[src/rtl/irq_pending_reg_pkg.sv]
// irq_pending_reg_pkg: shared defaults, FSM state type and counter limit
package irq_pending_reg_pkg;
    localparam int N_DEF  = 8;
    localparam int IW_DEF = 3;
    localparam logic [7:0] LOST_MAX = 8'd255;
    typedef enum logic {IDLE, ASSERT} state_e;
endpackage

[src/rtl/irq_pending_reg_rise.sv]
// rise_detect: registered rising-edge detector over an N-bit vector
module rise_detect
    import irq_pending_reg_pkg::*;
#(
    parameter int N = N_DEF
) (
    input  logic         clk,
    input  logic         rst_n,
    input  logic [N-1:0] d,
    output logic [N-1:0] rise
);
    logic [N-1:0] req_q;
    // previous-cycle copy; resetting to 0 makes a line held high across reset count once
    always_ff @(posedge clk) begin
        req_q <= !rst_n ? '0 : d;
    end
    assign rise = d & ~req_q;
endmodule

[src/rtl/irq_pending_reg.sv]
// irq_pending_reg: edge capture, pending hold, irq handshake and lost-edge counter
module irq_pending_reg
    import irq_pending_reg_pkg::*;
#(
    parameter int N  = N_DEF,
    parameter int IW = IW_DEF
) (
    input  logic          clk,
    input  logic          rst_n,
    input  logic [N-1:0]  req,
    input  logic [N-1:0]  mask,
    output logic [N-1:0]  pend,
    input  logic [IW-1:0] enc_idx,
    input  logic          enc_v,
    output logic          irq,
    output logic [IW-1:0] irq_id,
    input  logic          ack,
    output logic [7:0]    lost_cnt,
    input  logic          clr_lost
);
    logic [N-1:0]  rise, clr_vec, pending_q, pending_d;
    logic [IW-1:0] irq_id_q, irq_id_d;
    logic [7:0]    lost_q, lost_d;
    logic          irq_q, irq_d, lost;
    state_e        state_q, state_d;

    rise_detect #(.N(N)) u_rise (
        .clk  (clk),
        .rst_n(rst_n),
        .d    (req),
        .rise (rise)
    );

    // pending update with set-over-clear priority and saturating loss count
    always_comb begin
        clr_vec   = (state_q == ASSERT && ack) ? N'(1) << irq_id_q : '0;
        pending_d = rise | (pending_q & ~clr_vec);
        lost      = |(rise & pending_q & ~clr_vec);
        lost_d    = clr_lost ? {7'd0, lost} : (lost && lost_q != LOST_MAX) ? lost_q + 8'd1 : lost_q;
    end

    // service FSM: capture encoder result once, hold it until acknowledged
    always_comb begin
        state_d  = state_q;
        irq_d    = irq_q;
        irq_id_d = irq_id_q;
        if (state_q == IDLE) begin
            if (enc_v) begin
                state_d  = ASSERT;
                irq_d    = 1'b1;
                irq_id_d = enc_idx;
            end
        end else if (ack) begin
            state_d = IDLE;
            irq_d   = 1'b0;
        end
    end

    // state registers
    always_ff @(posedge clk) begin
        if (!rst_n) begin
            state_q   <= IDLE;
            pending_q <= '0;
            irq_q     <= 1'b0;
            irq_id_q  <= '0;
            lost_q    <= '0;
        end else begin
            state_q   <= state_d;
            pending_q <= pending_d;
            irq_q     <= irq_d;
            irq_id_q  <= irq_id_d;
            lost_q    <= lost_d;
        end
    end

    assign pend     = pending_q & mask;
    assign irq      = irq_q;
    assign irq_id   = irq_id_q;
    assign lost_cnt = lost_q;
endmodule

[config.mk]
export PLATFORM = sky130hd
export DESIGN_NAME = irq_pending_reg
export DESIGN_NICKNAME = d
export VERILOG_FILES = /design/src/rtl/irq_pending_reg_pkg.sv /design/src/rtl/irq_pending_reg_rise.sv /design/src/rtl/irq_pending_reg.sv
export SDC_FILE = /design/constraint.sdc
export NUM_CORES = 1
export LEC_CHECK = 0
export CAP_MARGIN = 10
export CORE_ASPECT_RATIO = 1.5
export CORE_MARGIN = 2
export CORE_UTILIZATION = 41
export DETAILED_ROUTE_END_ITERATION = 6
export PLACE_DENSITY = 0.72
export SYNTH_ARGS = -nofsm -noshare
export SYNTH_HDL_FRONTEND = slang
export SYNTH_HIERARCHICAL = 1
export SYNTH_SLANG_ARGS = --single-unit
[constraint.sdc]
create_clock -name clk -period 1.45 [get_ports clk]
set_input_delay 0.435 -clock clk [delete_from_list [all_inputs] [get_ports clk]]
set_output_delay 0.435 -clock clk [all_outputs]
set_load 0.01 [all_outputs]
==> reports/metrics.csv, run 1 <==
stage;metric;value;unit
critical_path;cp_slowest_cell;dfxtp_4;
critical_path;max_stage_delay;350;ps
critical_path;path_cells;buf_12, nand2b_4, o211ai_1, and4_4, a211oi_4, a21oi_2, a31o_1;
floorplanning;start_util;0.426;
sta;setup_viol;8;
sta;timing.fmax;627;MHz
critical_path;cp-end-kind;flip-flop;
synthesis;synth_cells;140;
cells_and_area;finish.utilization;0.716;
power;p_per_area;863;mW/mm²
floorplanning;fp.dieW;50.8;µm
floorplanning;fp-row-count;25;
grt;grt_pass1_vias;1403;
sta;drv_slew;0;
sta;rsz0062_at_grt;yes;
clock_network;clk_pin_slew_worst_paths;60;ps
critical_path;crit_fanout;7;
outcome;status;finished, violations left;
cells_and_area;antenna_cells;0;
clock_network;clock_latency;280;ps
synthesis;synth.area.top_cells;dfxtp_1 (43%), o21a_1 (8.4%), and2_1 (7.9%);
critical_path;critPathTopFamily;compound AO/OA/AOI/OAI gates;
clock_network;cts-root-buf;clkbuf_8;
synthesis;seq_area_frac_synth;0.431;
synthesis;avgSynthCellArea;9.62;µm²
grt;grt.total_usage;0.216;
grt;grt_max_degree;18;
synthesis;syn_area;0.00135;mm²
floorplanning;die_area;0.00377;mm²
critical_path;cp-start-kind;flip-flop;
route;drt-total-wl;3.66;mm
floorplanning;coreArea;0.00316;mm²
cells_and_area;instances_no_fill;263;
clock_network;hold_buffers;0;
sta;fin_crit;1590;ps
grt;grt_overflow;0;
sta;tns;-808;ps
synthesis;ys_ff_latch;29;
placed_design;port_buffers;43;
placed_design;dp_cells;247;
grt;antenna_found_initial;0;
sta;post-route-period-util;1.10;
clock_network;clock-sinks;29;
clock_network;numCtsBuffers;5;
route;drc;0;
critical_path;timing.critical_path.buf_inv;1;
clock_network;cts_tree;built;
synthesis;yosysTopAreaCell;dfxtp_1;
worst_hold_path;min_path_type;flip-flop to flip-flop;
power;p_leak;0.00101;µW
critical_path;critical_path_class;flip-flop to flip-flop;
power;irDropWorstVdd;742;µV
cells_and_area;most-common-layout-cells;buf_4 (33), dlygate4sd2_1 (25), dfxtp_1 (23);
synthesis;synth.distinct_cells;29;
placed_design;gp_congestion;0.785;
route;viasPerCell;5.08;
critical_path;worstPathArrival;1770;ps
synthesis;yosysTopAreaCellShare;0.431;
critical_path;required;1620;ps
route;wl_per_cell;13.9;µm
placed_design;place_hpwl;2.70;mm
placed_design;pre_cts_ws;-733;ps
sta;slew_headroom;0.832;
run;drv_cap;0;
clock_network;htree_num_levels;2;
floorplanning;pin_count;44;
cells_and_area;nets;248;
grt;grt_first_pass_wirelength;6.00;mm
cells_and_area;drive_above_1_share;0.377;
route;routed-via-count;1335;
critical_path;worst-r2r-setup-slack;-140;ps
clock_network;cts.path.max_buffers;2;
route;drt_iter0_drc;19;
outcome;violations;setup timing;
sta;worst_slack;-145;ps
synthesis;ys_warn_count;6;
sta;fin_worst_skew;2.64;ps
power;p_total;1950;µW
route;ant_nets;0;
floorplanning;die_height;74.2;µm
synthesis;synth.net_count;165;
route;dr.pass1.iters;4;
sta;hold_viol;0;
cells_and_area;layout_commonest_cell;buf_4;
cells_and_area;area_growth;68.0;%
sta;max_slew.worst_pin.slew;251;ps
-- per-stage QoR --
step	cell area (µm²)	hold WS [ps]
after floorplan	1410	507
after global routing	2260	511
final	2260	499
after global placement	2080	499
after detailed placement	2080	515
after CTS	2240	503
-- where the power goes --
part / switching, µW / total (µW) / internal (µW)
clock network: 289 / 664 / 375
logic: 171 / 405 / 233
registers: 40.9 / 883 / 842
total: 501 / 1950 / 1450
-- kinds of logic (layout without fill, tap and decap cells) --
group,after synthesis,in the layout,synth area share
compound gates,40,40,0.241
xor+xnor,1,1,0.00651
fa+ha+maj,1,1,0.00929
buf+inv,2,85,0.00558
flops,29,29,0.431
mux,4,4,0.0297
simple gates,63,63,0.277
-- per-layer routing --
layer,global-route usage,part of all wire,wire (µm)
met5,0,0,0
met4,0.126,0.020,73
met3,0.0382,0.037,136
met2,0.442,0.58,2110
met1,0.191,0.36,1330
-- area by class of cell --
class,count,area [µm²]
clock buffers,7,86.3
fillers,262,897
multi-input cells,109,893
flip-flops and latches,29,596
well taps,40,50.0
repair buffers,78,637
-- sequential cells by signal (all words and copies together) (netlist names) --
name	cells
irq	1
irq_id	3
lost_cnt	8
pending_q	8
state_q	1
u_rise/req_q	8
-- final timing paths --
path | from | endpoint | cells past startpoint
setup / recovery | irq_id[1]$_SDFFE_PN0P_ | lost_cnt[5]$_SDFFE_PP0P_ | 7
hold / removal | lost_cnt[1]$_SDFFE_PP0P_ | lost_cnt[1]$_SDFFE_PP0P_ | 2
setup reg to reg | irq_id[1]$_SDFFE_PN0P_ | lost_cnt[5]$_SDFFE_PP0P_ | 7
hold reg to reg | lost_cnt[1]$_SDFFE_PP0P_ | lost_cnt[1]$_SDFFE_PP0P_ | 2
-- cell usage after synthesis --
master and number:
a311oi_1 1, nor2_1 7, nand3b_2 1, a21oi_2 1
nor2b_1 16, o31a_2 1, o21ai_0 2, a211oi_2 1
nand3_2 1, xnor2_1 1, o311ai_1 2, o31a_1 1
a211oi_4 1, a21oi_4 1, clkbuf_1 2, o211ai_1 7
a31o_1 3, and4_4 2, mux2i_1 4, ha_1 1
nand2_1 8, nand3b_1 1, nand2b_1 4, o21a_1 15
and4_1 1, and2_1 17, dfxtp_1 29, nand3_1 5
a21oi_1 4
-- worst min-delay path, stage by stage (launching register included) --
cell and delay (ps):
dfxtp_1 340, nand2_1 70, o21ai_1 50
-- what timing repair did --
item / 4_1_cts / 5_1_grt
setup endpoints to repair: 33 / 10
pin swaps: 16 / 7
gates resized for setup: 87 / 3
buffers inserted: 6 / 3
Power figures use the tool's default switching activity.
==> run 2: changes to the inputs <==
--- a/config.mk
+++ b/config.mk
@@ -5,6 +5,7 @@
 export SDC_FILE = /design/constraint.sdc
 export NUM_CORES = 1
 export LEC_CHECK = 0
+export ABC_AREA = 1
 export CAP_MARGIN = 10
 export CORE_ASPECT_RATIO = 1.5
 export CORE_MARGIN = 2
==> run 2 against run 1 <==
Net effect: the flow still finishes with violations (setup timing); synthesized cell count up 51%; die area up 4.7%; clock power down 7.4%; flip-flop and latch count unchanged; maximum frequency up 7.4%; routed wire length down 0.16%; critical path type unchanged.
==> reports/metrics.csv, run 2 <==
stage;metric;value;unit;change
outcome;status;finished, violations left;;
outcome;violations;setup timing;;
synthesis;yosysMostFrequentCell;nand2_1;;
sta;slew_headroom;0.794;;-0.0377
synthesis;yosysTopAreaCell;dfxtp_1;;
synthesis;ys_warn_count;6;;unchanged
sta;rsz0062_at_grt;yes;;
grt;grt_overflow;0;;unchanged
sta;setup_viol;7;;-1
cells_and_area;nets;316;;+27%
critical_path;worstPathArrival;1690;ps;-80 ps
synthesis;synthSimpleGateAreaFrac;0.324;;+0.0469
power;irDropWorstVdd;750;µV;+1.1%
power;p_per_area;836;mW/mm²;-3.1%
grt;grt.total_usage;0.204;;-0.0121
clock_network;hold_buffers;0;;unchanged
cells_and_area;finish.utilization;0.686;;-0.0305
clock_network;clk_pin_slew_worst_paths;60;ps;about the same
synthesis;synth.area.top_cells;dfxtp_1 (41%), nand2_1 (14%), inv_1 (12%);;
sta;fin_worst_skew;4.18;ps;+1.54 ps
synthesis;synth_compound_area_frac;0.101;;-0.140
synthesis;syn_area;0.00141;mm²;+5.0%
critical_path;max_stage_delay;380;ps;+30 ps
clock_network;cts.path.max_buffers;2;;unchanged
clock_network;cts_tree;built;;
critical_path;cp_slowest_cell;dfxtp_4;;
route;viasPerCell;4.62;;-9.0%
route;drc;0;;unchanged
synthesis;synth_xor_area_frac;0.0248;;+0.0183
synthesis;synth.net_count;237;;+44%
worst_hold_path;min_path_type;primary input to flip-flop;;
floorplanning;fp.dieW;51.9;µm;+2.3%
critical_path;cp_common_cell;nand2_2;;
critical_path;critPathTopFamily;simple AND/OR/NAND/NOR gates;;
synthesis;yosysTopAreaCellShare;0.411;;-0.0206
cells_and_area;most-common-layout-cells;inv_1 (44), nand2_1 (43), dlygate4sd2_1 (27);;
placed_design;place_hpwl;2.44;mm;-9.7%
floorplanning;pin_count;44;;unchanged
critical_path;critical_path_class;flip-flop to flip-flop;;
sta;post-route-period-util;1.02;;-0.0757
synthesis;synth_mux_area_frac;0;;-0.0297
sta;fin_crit;1490;ps;-110 ps
placed_design;gp_congestion;0.697;;-11%
synthesis;synth_top_family_by_area;simple AND/OR/NAND/NOR gates;;
route;wl_per_cell;10.9;µm;-21%
route;drt_iter0_drc;38;;+19
route;ant_nets;0;;unchanged
synthesis;synth_fa_ha_area_frac;0.00885;;-0.000444
synthesis;synth_ff_type;dfxtp_1;;
clock_network;cts-root-buf;clkbuf_8;;
cells_and_area;drive_above_1_share;0.329;;-0.0479
clock_network;clock_latency;270;ps;about the same
floorplanning;die_area;0.00394;mm²;+4.7%
run;drv_cap;0;;unchanged
placed_design;port_buffers;43;;unchanged
critical_path;timing.critical_path.buf_inv;1;;unchanged
route;dr.pass1.iters;4;;unchanged
cells_and_area;antenna_cells;0;;unchanged
synthesis;synth.distinct_cells;20;;-31%
sta;max_slew.worst_pin.slew;309;ps;+57.2 ps
critical_path;crit_fanout;7;;unchanged
route;drt-total-wl;3.65;mm;-0.16%
synthesis;yosys-top-cells-count;nand2_1 (52), inv_1 (44), dfxtp_1 (29), nor2_1 (29), a21oi_1 (18);;
clock_network;numCtsBuffers;5;;unchanged
synthesis;ys_ff_latch;29;;unchanged
critical_path;required;1650;ps;+30 ps
grt;antenna_found_initial;0;;unchanged
floorplanning;coreArea;0.00335;mm²;+6.1%
route;routed-via-count;1542;;+16%
critical_path;worst-r2r-setup-slack;-40;ps;+110 ps
synthesis;seq_area_frac_synth;0.411;;-0.0206
grt;grt_first_pass_wirelength;6.14;mm;+2.4%
cells_and_area;layout_commonest_cell;inv_1;;
sta;drv_slew;0;;unchanged
critical_path;cp-start-kind;flip-flop;;
floorplanning;start_util;0.422;;-0.00418
critical_path;cp-end-kind;flip-flop;;
synthesis;synth_cells;212;;+51%
power;p_leak;0.00124;µW;+23%
clock_network;htree_num_levels;2;;unchanged
placed_design;pre_cts_ws;-676;ps;+56.7 ps
clock_network;clock-sinks;29;;unchanged
floorplanning;die_height;75.9;µm;+2.3%
grt;grt_pass1_vias;1487;;+6.0%
floorplanning;fp-row-count;26;;+4.0%
synthesis;synth-async-reset-ratio;0;;unchanged
grt;grt_max_degree;14;;-4
sta;timing.fmax;673;MHz;+7.4%
sta;worst_slack;-35.2;ps;+110 ps
synthesis;synth-edff-count;0;;unchanged
critical_path;path_cells;ha_4, nand2_2, nor3b_2, nand2_2, buf_4, nand2_4, nand2_1, a21oi_2;;
sta;hold_viol;0;;unchanged
synthesis;avgSynthCellArea;6.67;µm²;-31%
cells_and_area;area_growth;62.5;%;
==> run 2: changes by cell type after synthesis, moves of 5 or more <==
| cell | change |
|---|---|
| a21oi_1 | +14 |
| and2_1 | -17 |
| inv_1 | +44 |
| nand2_1 | +44 |
| nand2_2 | +5 |
| nand3_1 | +5 |
| nor2_1 | +22 |
| nor2b_1 | -16 |
| o211ai_1 | -7 |
| o21a_1 | -15 |
==> run 2: logic make-up after synthesis <==
kind of cell             count (synthesis)
AO/OA/AOI/OAI                           27
adder cells (fa/ha/maj)                  1
buffers and inverters                   47
flip-flops                              29
AND/OR/NAND/NOR                        104
XOR/XNOR                                 4
==> run 2: worst reg2reg max path, delay by kind of cell (launching register included) <==
family                   cells  cell delay [ps]
AO/OA/AOI/OAI                1              130
adder cells (fa/ha/maj)      1              150
buffers and inverters        1              190
flip-flops                   1              380
AND/OR/NAND/NOR              5              570
==> run 2: path summary, 6_finish.rpt <==
path / cells after the start / start / end
worst max-delay path: 8 / lost_cnt[1]$_SDFFE_PP0P_ / lost_cnt[3]$_SDFFE_PP0P_
worst min-delay path: 3 / req[5] / u_rise/req_q[5]$_SDFF_PN0_
worst max register to register: 8 / lost_cnt[1]$_SDFFE_PP0P_ / lost_cnt[3]$_SDFFE_PP0P_
worst min register to register: 2 / pending_q[7]$_SDFF_PN0_ / pending_q[7]$_SDFF_PN0_
==> run 2: report_power, final <==
part | internal (µW) | switching [µW]
Combinational | 214 | 204
Clock | 331 | 284
Sequential | 845 | 42.2
Total | 1390 | 530
==> run 2: stage by stage <==
| stage | hold WS, ps | cells | area, µm² | setup TNS, ps | total power (µW) |
|---|---|---|---|---|---|
| 6_report | 459 | 334 | 2300 | -93.4 | 1920 |
| 3_5_place_dp | 488 | 310 | 2020 | -10600 | 1230 |
| 5_1_grt | 512 | 334 | 2300 | -784 | 2030 |
| 2_1_floorplan | 463 | 212 | 1440 | 0 | 1070 |
| 3_3_place_gp | 462 | 310 | 2020 | -10230 | 1230 |
| 4_1_cts | 476 | 334 | 2230 | -121 | 1910 |
==> run 2: area by class of cell <==
| class | count | area (µm²) |
|---|---|---|
| Timing Repair Buffer | 74 | 603 |
| Sequential cell | 29 | 599 |
| Clock inverter | 2 | 10.0 |
| Fill cell | 291 | 1050 |
| Tap cell | 42 | 52.6 |
| Clock buffer | 6 | 72.6 |
| Inverter | 45 | 169 |
| Multi-Input combinational cell | 136 | 791 |
==> run 2: timing repair <==
| item | CTS | global route |
|---|---|---|
| gates resized for setup | 90 | 20 |
| pin swaps | 25 | 11 |
| endpoints found under the setup margin | 28 | 10 |
| buffers inserted | 16 | 0 |
==> run 2: per-layer routing <==
layer,track usage,up-vias,share of wire
met2,0.373,35,0.58
met1,0.218,701,0.37
met5,0,-,0
met3,0.0413,5,0.033
li1,-,801,-
met4,0.0763,0,0.014
